File: src/rtl/program_loader.sv
// Framed byte-stream loader for the instruction memory load port.
// Assembles big-endian words from a counted stream and releases the core only after a clean load.
module program_loader #(
  parameter int WORDS   = 32,
  parameter int ADDR_W  = 5,
  parameter int TIMEOUT = 1024
) (
  input  logic              clk,
  input  logic              rst_n,
  input  logic              start,
  input  logic [7:0]        in_data,
  input  logic              in_valid,
  output logic              in_ready,
  output logic              load_mem_en,
  output logic [ADDR_W-1:0] load_mem_addr,
  output logic [31:0]       load_mem_data,
  output logic              core_hold,
  output logic              core_rst_n,
  output logic              busy,
  output logic              done,
  output logic              err
);

  typedef enum logic [2:0] {
    S_IDLE, S_HDR, S_DATA, S_WRITE, S_DONE, S_ERR
  } state_t;

  localparam logic [8:0]  WORDS_L   = 9'(WORDS);
  localparam logic [16:0] TIMEOUT_L = 17'(TIMEOUT);

  state_t              state_q, state_d;
  logic [31:0]         word_q, word_d;
  logic [ADDR_W-1:0]   addr_q, addr_d;
  logic [7:0]          remaining_q, remaining_d;
  logic [1:0]          byte_cnt_q, byte_cnt_d;
  logic [15:0]         idle_q, idle_d;
  logic                hold_q, hold_d;

  logic                accept;
  logic                hdr_bad;
  logic [16:0]         idle_inc;
  logic                timeout_hit;

  assign accept      = in_valid && in_ready;
  assign hdr_bad     = (in_data == 8'd0) || ({1'b0, in_data} > WORDS_L);
  assign idle_inc    = {1'b0, idle_q} + 17'd1;
  // The idle cycle that brings the count up to TIMEOUT is the last one tolerated.
  assign timeout_hit = (idle_inc == TIMEOUT_L);

  always_ff @(posedge clk or negedge rst_n) begin
    if (!rst_n) begin
      state_q     <= S_IDLE;
      word_q      <= '0;
      addr_q      <= '0;
      remaining_q <= '0;
      byte_cnt_q  <= '0;
      idle_q      <= '0;
      hold_q      <= 1'b1;
    end else begin
      state_q     <= state_d;
      word_q      <= word_d;
      addr_q      <= addr_d;
      remaining_q <= remaining_d;
      byte_cnt_q  <= byte_cnt_d;
      idle_q      <= idle_d;
      hold_q      <= hold_d;
    end
  end

  always_comb begin
    state_d     = state_q;
    word_d      = word_q;
    addr_d      = addr_q;
    remaining_d = remaining_q;
    byte_cnt_d  = byte_cnt_q;
    idle_d      = idle_q;
    hold_d      = hold_q;
    case (state_q)
      S_IDLE, S_ERR: begin
        if (start) begin
          state_d = S_HDR;
          hold_d  = 1'b1;
          idle_d  = '0;
        end
      end
      S_HDR: begin
        if (accept) begin
          if (hdr_bad) begin
            state_d = S_ERR;
          end else begin
            remaining_d = in_data;
            addr_d      = '0;
            byte_cnt_d  = '0;
            idle_d      = '0;
            state_d     = S_DATA;
          end
        end else if (timeout_hit) begin
          state_d = S_ERR;
        end else begin
          idle_d = idle_inc[15:0];
        end
      end
      S_DATA: begin
        if (accept) begin
          word_d     = {word_q[23:0], in_data};
          byte_cnt_d = byte_cnt_q + 2'd1;
          idle_d     = '0;
          if (byte_cnt_q == 2'd3) state_d = S_WRITE;
        end else if (timeout_hit) begin
          state_d = S_ERR;
        end else begin
          idle_d = idle_inc[15:0];
        end
      end
      S_WRITE: begin
        remaining_d = remaining_q - 8'd1;
        if (remaining_q == 8'd1) begin
          state_d = S_DONE;
        end else begin
          addr_d     = addr_q + ADDR_W'(1);
          byte_cnt_d = '0;
          idle_d     = '0;
          state_d    = S_DATA;
        end
      end
      S_DONE: begin
        state_d = S_IDLE;
        hold_d  = 1'b0;
      end
      default: state_d = S_IDLE;
    endcase
  end

  // Every output is a decode of registered state; nothing flows through from inputs.
  assign in_ready      = (state_q == S_HDR) || (state_q == S_DATA);
  assign load_mem_en   = (state_q == S_WRITE);
  assign load_mem_addr = addr_q;
  assign load_mem_data = word_q;
  assign core_hold     = hold_q;
  assign core_rst_n    = (state_q != S_DONE);
  assign done          = (state_q == S_DONE);
  assign busy          = (state_q == S_HDR) || (state_q == S_DATA) ||
                         (state_q == S_WRITE) || (state_q == S_DONE);
  assign err           = (state_q == S_ERR);

endmodule

File: config.mk
export PLATFORM = sky130hd
export DESIGN_NAME = program_loader
export DESIGN_NICKNAME = d
export VERILOG_FILES = /design/src/rtl/program_loader.sv
export SDC_FILE = /design/constraint.sdc
export NUM_CORES = 1
export LEC_CHECK = 0
export CELL_PAD_IN_SITES_DETAIL_PLACEMENT = 0
export CELL_PAD_IN_SITES_GLOBAL_PLACEMENT = 1
export CORE_MARGIN = 2
export CORE_UTILIZATION = 45
export DETAILED_ROUTE_END_ITERATION = 16
export PLACE_DENSITY = 0.95
export SETUP_SLACK_MARGIN = 0.15
export SYNTH_ARGS = -nofsm -noshare
export SYNTH_HDL_FRONTEND = slang
export SYNTH_SLANG_ARGS = --single-unit
File: constraint.sdc
create_clock -name clk -period 3.9 [get_ports clk]
set_input_delay 1.17 -clock clk [delete_from_list [all_inputs] [get_ports clk]]
set_output_delay 1.17 -clock clk [all_outputs]
set_load 0.02 [all_outputs]
==> run_results.csv, run 1 <==
group,metric,value,unit
power_and_ir_drop,power_density,770,nW/um^2
global_route,grt_pass1_wl,12700,microns
route,route.detailed.drc,0,
clocking,cts_setup_buffers,0,
yosys,syn-num-nets,358,
power_and_ir_drop,seq_power_share,0.362,
sta,rsz0062_at_grt,"false",
floorplanning,die_w,92.8,microns
yosys,synth_enable_flop_cells,0,
layout,syn_to_final_growth,23.5,%
worst_setup_path,cp_slowest_cell,"clkdlybuf4s50_1",
yosys,syn-mean-instance-area,10.4,sq um
power_and_ir_drop,ir_worst_vdd,0.545,mV
global_route,grt_overflow_total,0,
clocking,cts_tree,"built",
clocking,numCtsBuffers,9,
placed_design,gp_congestion,0.846,
global_route,antenna_found_initial,0,
clocking,clockRootBuffer,"clkbuf_8",
power_and_ir_drop,swShare,0.394,
placed_design,place_inst,483,
route,avgRoutedWirePerCell,15.3,microns
clocking,cts_sinks,67,
sta,skew,12.3,ps
sta,fin_hold_ws,511,ps
yosys,ys_seq_area_frac,0.473,
worst_setup_path,cp.arrival,2330,ps
yosys,synth_cell_types,58,
worst_setup_path,timing.rr.start,"idle_q[0]",
layout,nNetsFinal,410,
worst_setup_path,path_class,"reg -> out",
worst_setup_path,worst_r2r_path_depth,8,
worst_setup_path,crit_path_max_incr_delay,640,ps
sta,finalMaxSlewViolations,0,
hold_path,min_path_type,"reg -> reg",
power_and_ir_drop,pwr-share-comb,0.457,
sta,worst_slew_pin_slew,850,ps
clocking,cts_buffer_depth,2,
worst_setup_path,regToRegSetupSlack,1410,ps
yosys,synthFlopType,"dfrtp_1",
worst_setup_path,rr_endpoint,"idle_q[1]",
global_route,track_usage,0.186,
yosys,synth_area,3550,sq um
layout,antenna_cells,0,
route,firstDrtPassIters,4,
yosys,ys_ff_latch,67,
sta,period_minus_slack,3500,ps
floorplanning,start_util,0.462,
route,drtIter0Drc,118,
worst_setup_path,required,2730,ps
floorplanning,core_area,7690,sq um
power_and_ir_drop,clockPowerShare,0.180,
clocking,cts_max_level,3,
floorplanning,rows,32,
floorplanning,pin_count,56,
sta,tns,0,ps
layout,drive_above_1_share,0.202,
clocking,insertion_delay,360,ps
placed_design,io_buffer_count,55,
floorplanning,dieHeight,92.8,microns
worst_setup_path,critPathCaptureType,"output port",
worst_setup_path,cp_max_fo,13,
sta,finalHoldViolCount,0,
floorplanning,die-area,8620,sq um
yosys,async_flop_share,1.00,
worst_setup_path,crit_end,"load_mem_en",
status,status,"completed",
power_and_ir_drop,p_sw,1330,uW
clocking,post_cts_resized,0,
clocking,clkTransAtPathRegs,80,ps
flow_run,drv_cap,0,
sta,finalSetupViolCount,0,
route,vias,2778,
placed_design,dp_hpwl,5270,microns
global_route,grt_max_degree,68,
route,wirelength,7620,microns
hold_path,hold_depth,2,
sta,fin_crit_sh,0.896,
hold_path,hp-start,"core_hold",
global_route,first_global_vias,2682,
power_and_ir_drop,p_leak,0.00177,uW
route,viasPerCell,5.57,
yosys,ys_warn_count,0,
layout,nFillCells,672,
yosys,synth_cells,340,
worst_setup_path,startpoint,"state_q[0]",
worst_setup_path,startpoint_type,"register",
clocking,cts_hold_buf,0,
layout,stdcell_count,499,
worst_setup_path,crit_chain,"nor2b_1, nand2_2, clkinv_1, clkdlybuf4s50_1",
power_and_ir_drop,intPower,2050,uW
sta,fmax,286,MHz
sta,max_slew_margin,0.433,
route,ant_nets,0,
## power groups by stage
stage | clock network (uW) | registers, uW | logic, uW
global placement | 0 | 1220 | 1510
global route | 650 | 1270 | 1660
detailed placement | 0 | 1230 | 1550
finish | 610 | 1220 | 1540
CTS | 624 | 1220 | 1560
floorplan | 0 | 1390 | 731
## how the worst min path moves through the flow
stage | slack [ps] | endpoint
after floorplan | 470 | byte_cnt_q[1]
after global placement | 490 | core_hold
after detailed placement | 500 | load_mem_data[26]
after CTS | 510 | load_mem_data[26]
after global routing | 540 | core_hold
final | 510 | core_hold
## cell usage after synthesis (2+ instances only)
cell type,n,share of area
nand3_1,18,0.025
nand3_2,2,0.0056
nor3b_1,3,0.0063
nor3_1,9,0.013
nor2b_1,2,0.0035
o221a_2,4,0.013
o22a_1,3,0.0074
xnor2_1,11,0.027
nand4_1,4,0.0070
or3_1,4,0.0070
nand2_1,26,0.027
and3_1,4,0.0070
a41oi_1,2,0.0049
o21ai_0,19,0.027
mux2i_1,3,0.0085
mux2_2,35,0.11
and4_1,3,0.0074
xor2_1,3,0.0074
inv_1,9,0.0095
o211ai_1,2,0.0042
ha_1,6,0.021
a31oi_1,3,0.0053
o21bai_1,2,0.0042
buf_2,9,0.013
dfrtp_1,66,0.47
nand3b_1,2,0.0042
a21oi_1,13,0.018
o21ai_2,3,0.0074
a22o_1,8,0.020
nor2_1,27,0.029
clkbuf_1,8,0.0085
## sequential cells by signal, summed over array words and instances, names as in the netlist
signal and count:
byte_cnt_q 2, core_hold 1, idle_q 16, load_mem_addr 5, load_mem_data 32, remaining_q 8
state_q 3
## cells by family (layout without fill, tap and decap cells)
kind of cell,Yosys count,after routing,share of synthesized area
adders and majority gates,6,6,0.0211
xor gates and xnor gates,14,14,0.0345
buffers and inverters,29,86,0.0359
DFF,67,67,0.473
muxes,38,38,0.119
AOI/OAI and AO/OA,69,69,0.137
and+or+nand+nor,117,117,0.179
## per-layer routing
| layer | GRT usage | wire [microns] |
|---|---|---|
| met2 | 0.288 | 3700 |
| met3 | 0.0627 | 440 |
| met4 | 0.0735 | 170 |
| met5 | 0 | 0 |
| met1 | 0.240 | 3310 |
## area by class of cell
class,count,area [sq um],share of cell area
multi-input combinational,244,1750,0.400
sequential,67,1680,0.383
timing repair buffer,60,583,0.133
tap,102,128,0.0291
clock buffer,9,124,0.0282
clock inverter,7,82.6,0.0188
inverter,10,37.5,0.00856
## critical path: cells and delay by family, from the launching register on
kind                   cells  cell delay [ps]
and+or+nand+nor            2              500
DFF                        1              600
buffers and inverters      2              870
## stage by stage
step / area (sq um) / setup slack [ps] / util / power, uW
after floorplan: 3550 / 975 / - / 2120
after global placement: 4180 / 405 / 0.543 / 2730
after detailed placement: 4180 / 368 / 0.543 / 2780
after CTS: 4380 / 231 / 0.570 / 3410
after global routing: 4390 / 254 / 0.571 / 3580
final: 4390 / 404 / 0.571 / 3380
## cells in the final DEF (no fill, tap or decap), types with 2 or more instances in the layout
cell type,Yosys,routed
o21ai_0,19,19
dfrtp_1,66,65
nand4_1,4,4
buf_4,0,5
a41oi_1,2,2
nor3b_1,3,3
a31oi_1,3,3
nand2_1,26,25
clkinvlp_4,0,2
xor2_1,3,3
o22a_1,3,3
a21oi_1,13,13
mux2i_1,3,3
o21ai_2,3,3
o221a_2,4,4
nor2b_1,2,2
inv_6,0,3
clkdlybuf4s50_1,0,54
or3_1,4,4
clkbuf_8,0,9
ha_1,6,6
inv_1,9,9
nor3_1,9,8
mux2_2,35,35
xnor2_1,11,11
nand3b_1,2,2
nor2_1,27,27
o21bai_1,2,2
and4_1,3,3
and3_1,4,4
nand3_1,18,18
o211ai_1,2,2
a22o_1,8,8
nand3_2,2,2
Power figures use the tool's default switching activity.
==> run 2: changes to the inputs <==
Settings changed: CORE_ASPECT_RATIO set to 1.25.
==> run 2 against run 1 <==
Against the previous run:
- fmax increased by 1.7%
- critical path depth unchanged
- global-route usage decreased by 0.80 points
- final cell count decreased by 1.0%
- worst hold slack got worse by 1.7 ps
- die area about the same
- final area about the same
- sequential power about the same
- clock power decreased by 3%
- largest cell class unchanged
==> run_results.csv, run 2 (synthesis results as in run 1) <==
group,metric,value,unit
status,status,"completed",
clocking,cts_buffer_depth,2,
route,firstDrtPassIters,4,
route,drtIter0Drc,128,
sta,skew,5.12,ps
layout,nNetsFinal,412,
sta,rsz0062_at_grt,"false",
clocking,clockRootBuffer,"clkbuf_8",
layout,layout_common_cells,"66 x dfrtp_1, 54 x clkdlybuf4s50_1, 35 x mux2_2",
floorplanning,start_util,0.458,
worst_setup_path,cp.arrival,2270,ps
global_route,grt_max_degree,39,
global_route,grt_pass1_wl,12300,microns
placed_design,dp_hpwl,5430,microns
clocking,cts_setup_buffers,0,
power_and_ir_drop,intPower,2050,uW
global_route,track_usage,0.178,
route,avgRoutedWirePerCell,15.2,microns
clocking,cts_hold_buf,0,
layout,antenna_cells,0,
flow_run,drv_cap,0,
worst_setup_path,cp_max_fo,13,
route,ant_nets,0,
placed_design,io_buffer_count,55,
power_and_ir_drop,pwr-share-comb,0.460,
layout,multi_input_area,1750,sq um
worst_setup_path,critPathCaptureType,"output port",
worst_setup_path,critical-path-top-delay-family,"buffers and inverters",
worst_setup_path,cp_slowest_cell,"clkdlybuf4s50_1",
clocking,post_cts_resized,0,
floorplanning,dieHeight,103,microns
power_and_ir_drop,seq_power_share,0.363,
placed_design,place_inst,478,
route,dr_wl_met2,3930,microns
layout,syn_to_final_growth,23.4,%
layout,register_area,1680,sq um
global_route,first_global_vias,2629,
worst_setup_path,startpoint_type,"register",
clocking,insertion_delay,350,ps
worst_setup_path,crit_chain,"nor2b_1, nand2_1, clkinv_1, clkdlybuf4s50_1",
layout,stdcell_count,494,
clocking,clkTransAtPathRegs,80,ps
clocking,numCtsBuffers,9,
route,wl_met3,321,microns
worst_setup_path,crit_path_max_incr_delay,610,ps
route,route.detailed.drc,0,
route,met1_length,3130,microns
worst_setup_path,worst-path-buf-inv,2,
layout,drive_above_1_share,0.201,
floorplanning,die_w,83.5,microns
sta,fin_hold_ws,509,ps
power_and_ir_drop,p_leak,0.00178,uW
floorplanning,pin_count,56,
sta,worst_slew_pin_slew,516,ps
sta,fmax,291,MHz
sta,finalMaxSlewViolations,0,
power_and_ir_drop,clockPowerShare,0.177,
clocking,cts_max_level,3,
global_route,grt_overflow_total,0,
power_and_ir_drop,ir_worst_vdd,0.635,mV
sta,tns,0,ps
floorplanning,rows,36,
sta,finalSetupViolCount,0,
global_route,antenna_found_initial,0,
hold_path,min_path_type,"reg -> reg",
clocking,cts_tree,"built",
layout,final_core_utilization,0.566,
sta,finalHoldViolCount,0,
sta,fin_crit_sh,0.882,
layout,largest_reg_flops,32,
placed_design,gp_congestion,0.880,
floorplanning,die-area,8620,sq um
worst_setup_path,path_class,"reg -> out",
clocking,cts_sinks,67,
power_and_ir_drop,p_sw,1300,uW
route,wirelength,7520,microns
floorplanning,core_area,7750,sq um
route,highest_layer,"met4",
power_and_ir_drop,power_density,764,nW/um^2
layout,nFillCells,664,
route,viasPerCell,5.61,
worst_setup_path,required,2730,ps
route,vias,2772,
sta,period_minus_slack,3440,ps
power_and_ir_drop,swShare,0.389,
layout,final_common_cell,"dfrtp_1",
sta,max_slew_margin,0.656,
run 2: cell count changes in the layout (fill, tap and decap cells not counted), sizes merged:
cell / previous run / this run
buf: 6 / 8
inv: 13 / 11
clkinv: 1 / 3
run 2: worst paths after layout:
path / from / endpoint / slack [ps] / cells past startpoint
min in group asynchronous: rst_n / idle_q[13] / 840 / 2
worst min register to register: core_hold / core_hold / 510 / 2
worst min-delay path: core_hold / core_hold / 510 / 2
worst max-delay path: state_q[0] / load_mem_en / 460 / 4
worst max register to register: idle_q[0] / idle_q[1] / 1390 / 9
max in group asynchronous: rst_n / load_mem_data[8] / 2670 / 2
run 2: per-layer routing:
metal / track usage / vias up
li1: - / 1342
met1: 0.215 / 1370
met2: 0.311 / 47
met3: 0.0381 / 13
met4: 0.0782 / 0
met5: 0 / -
run 2: through the flow:
step / total power, uW / area, sq um / setup WS (ps)
final: 3350 / 4380 / 461
after global routing: 3570 / 4380 / 252
after CTS: 3380 / 4380 / 441
after detailed placement: 2780 / 4180 / 333
after global placement: 2730 / 4180 / 352
after floorplan: 2120 / 3550 / 975
run 2: final cells by class:
class,instances,area share
multi-input cells,244,0.399
flip-flops and latches,67,0.383
well taps,95,0.0271
clock buffers,9,0.0283
repair buffers,62,0.136
inverters,10,0.00856
clock inverters,7,0.0174
run 2: worst min-delay path: stages, from the launching register on:
cell and delay, ps:
dfstp_2 370, nor2_1 90, nor2_1 50
run 2: power groups by stage:
stage	Sequential, uW	Combinational, uW	Clock [uW]
after floorplan	1390	731	0
after global placement	1220	1520	0
after detailed placement	1230	1550	0
after CTS	1220	1560	607
after global routing	1260	1670	640
final	1210	1540	594
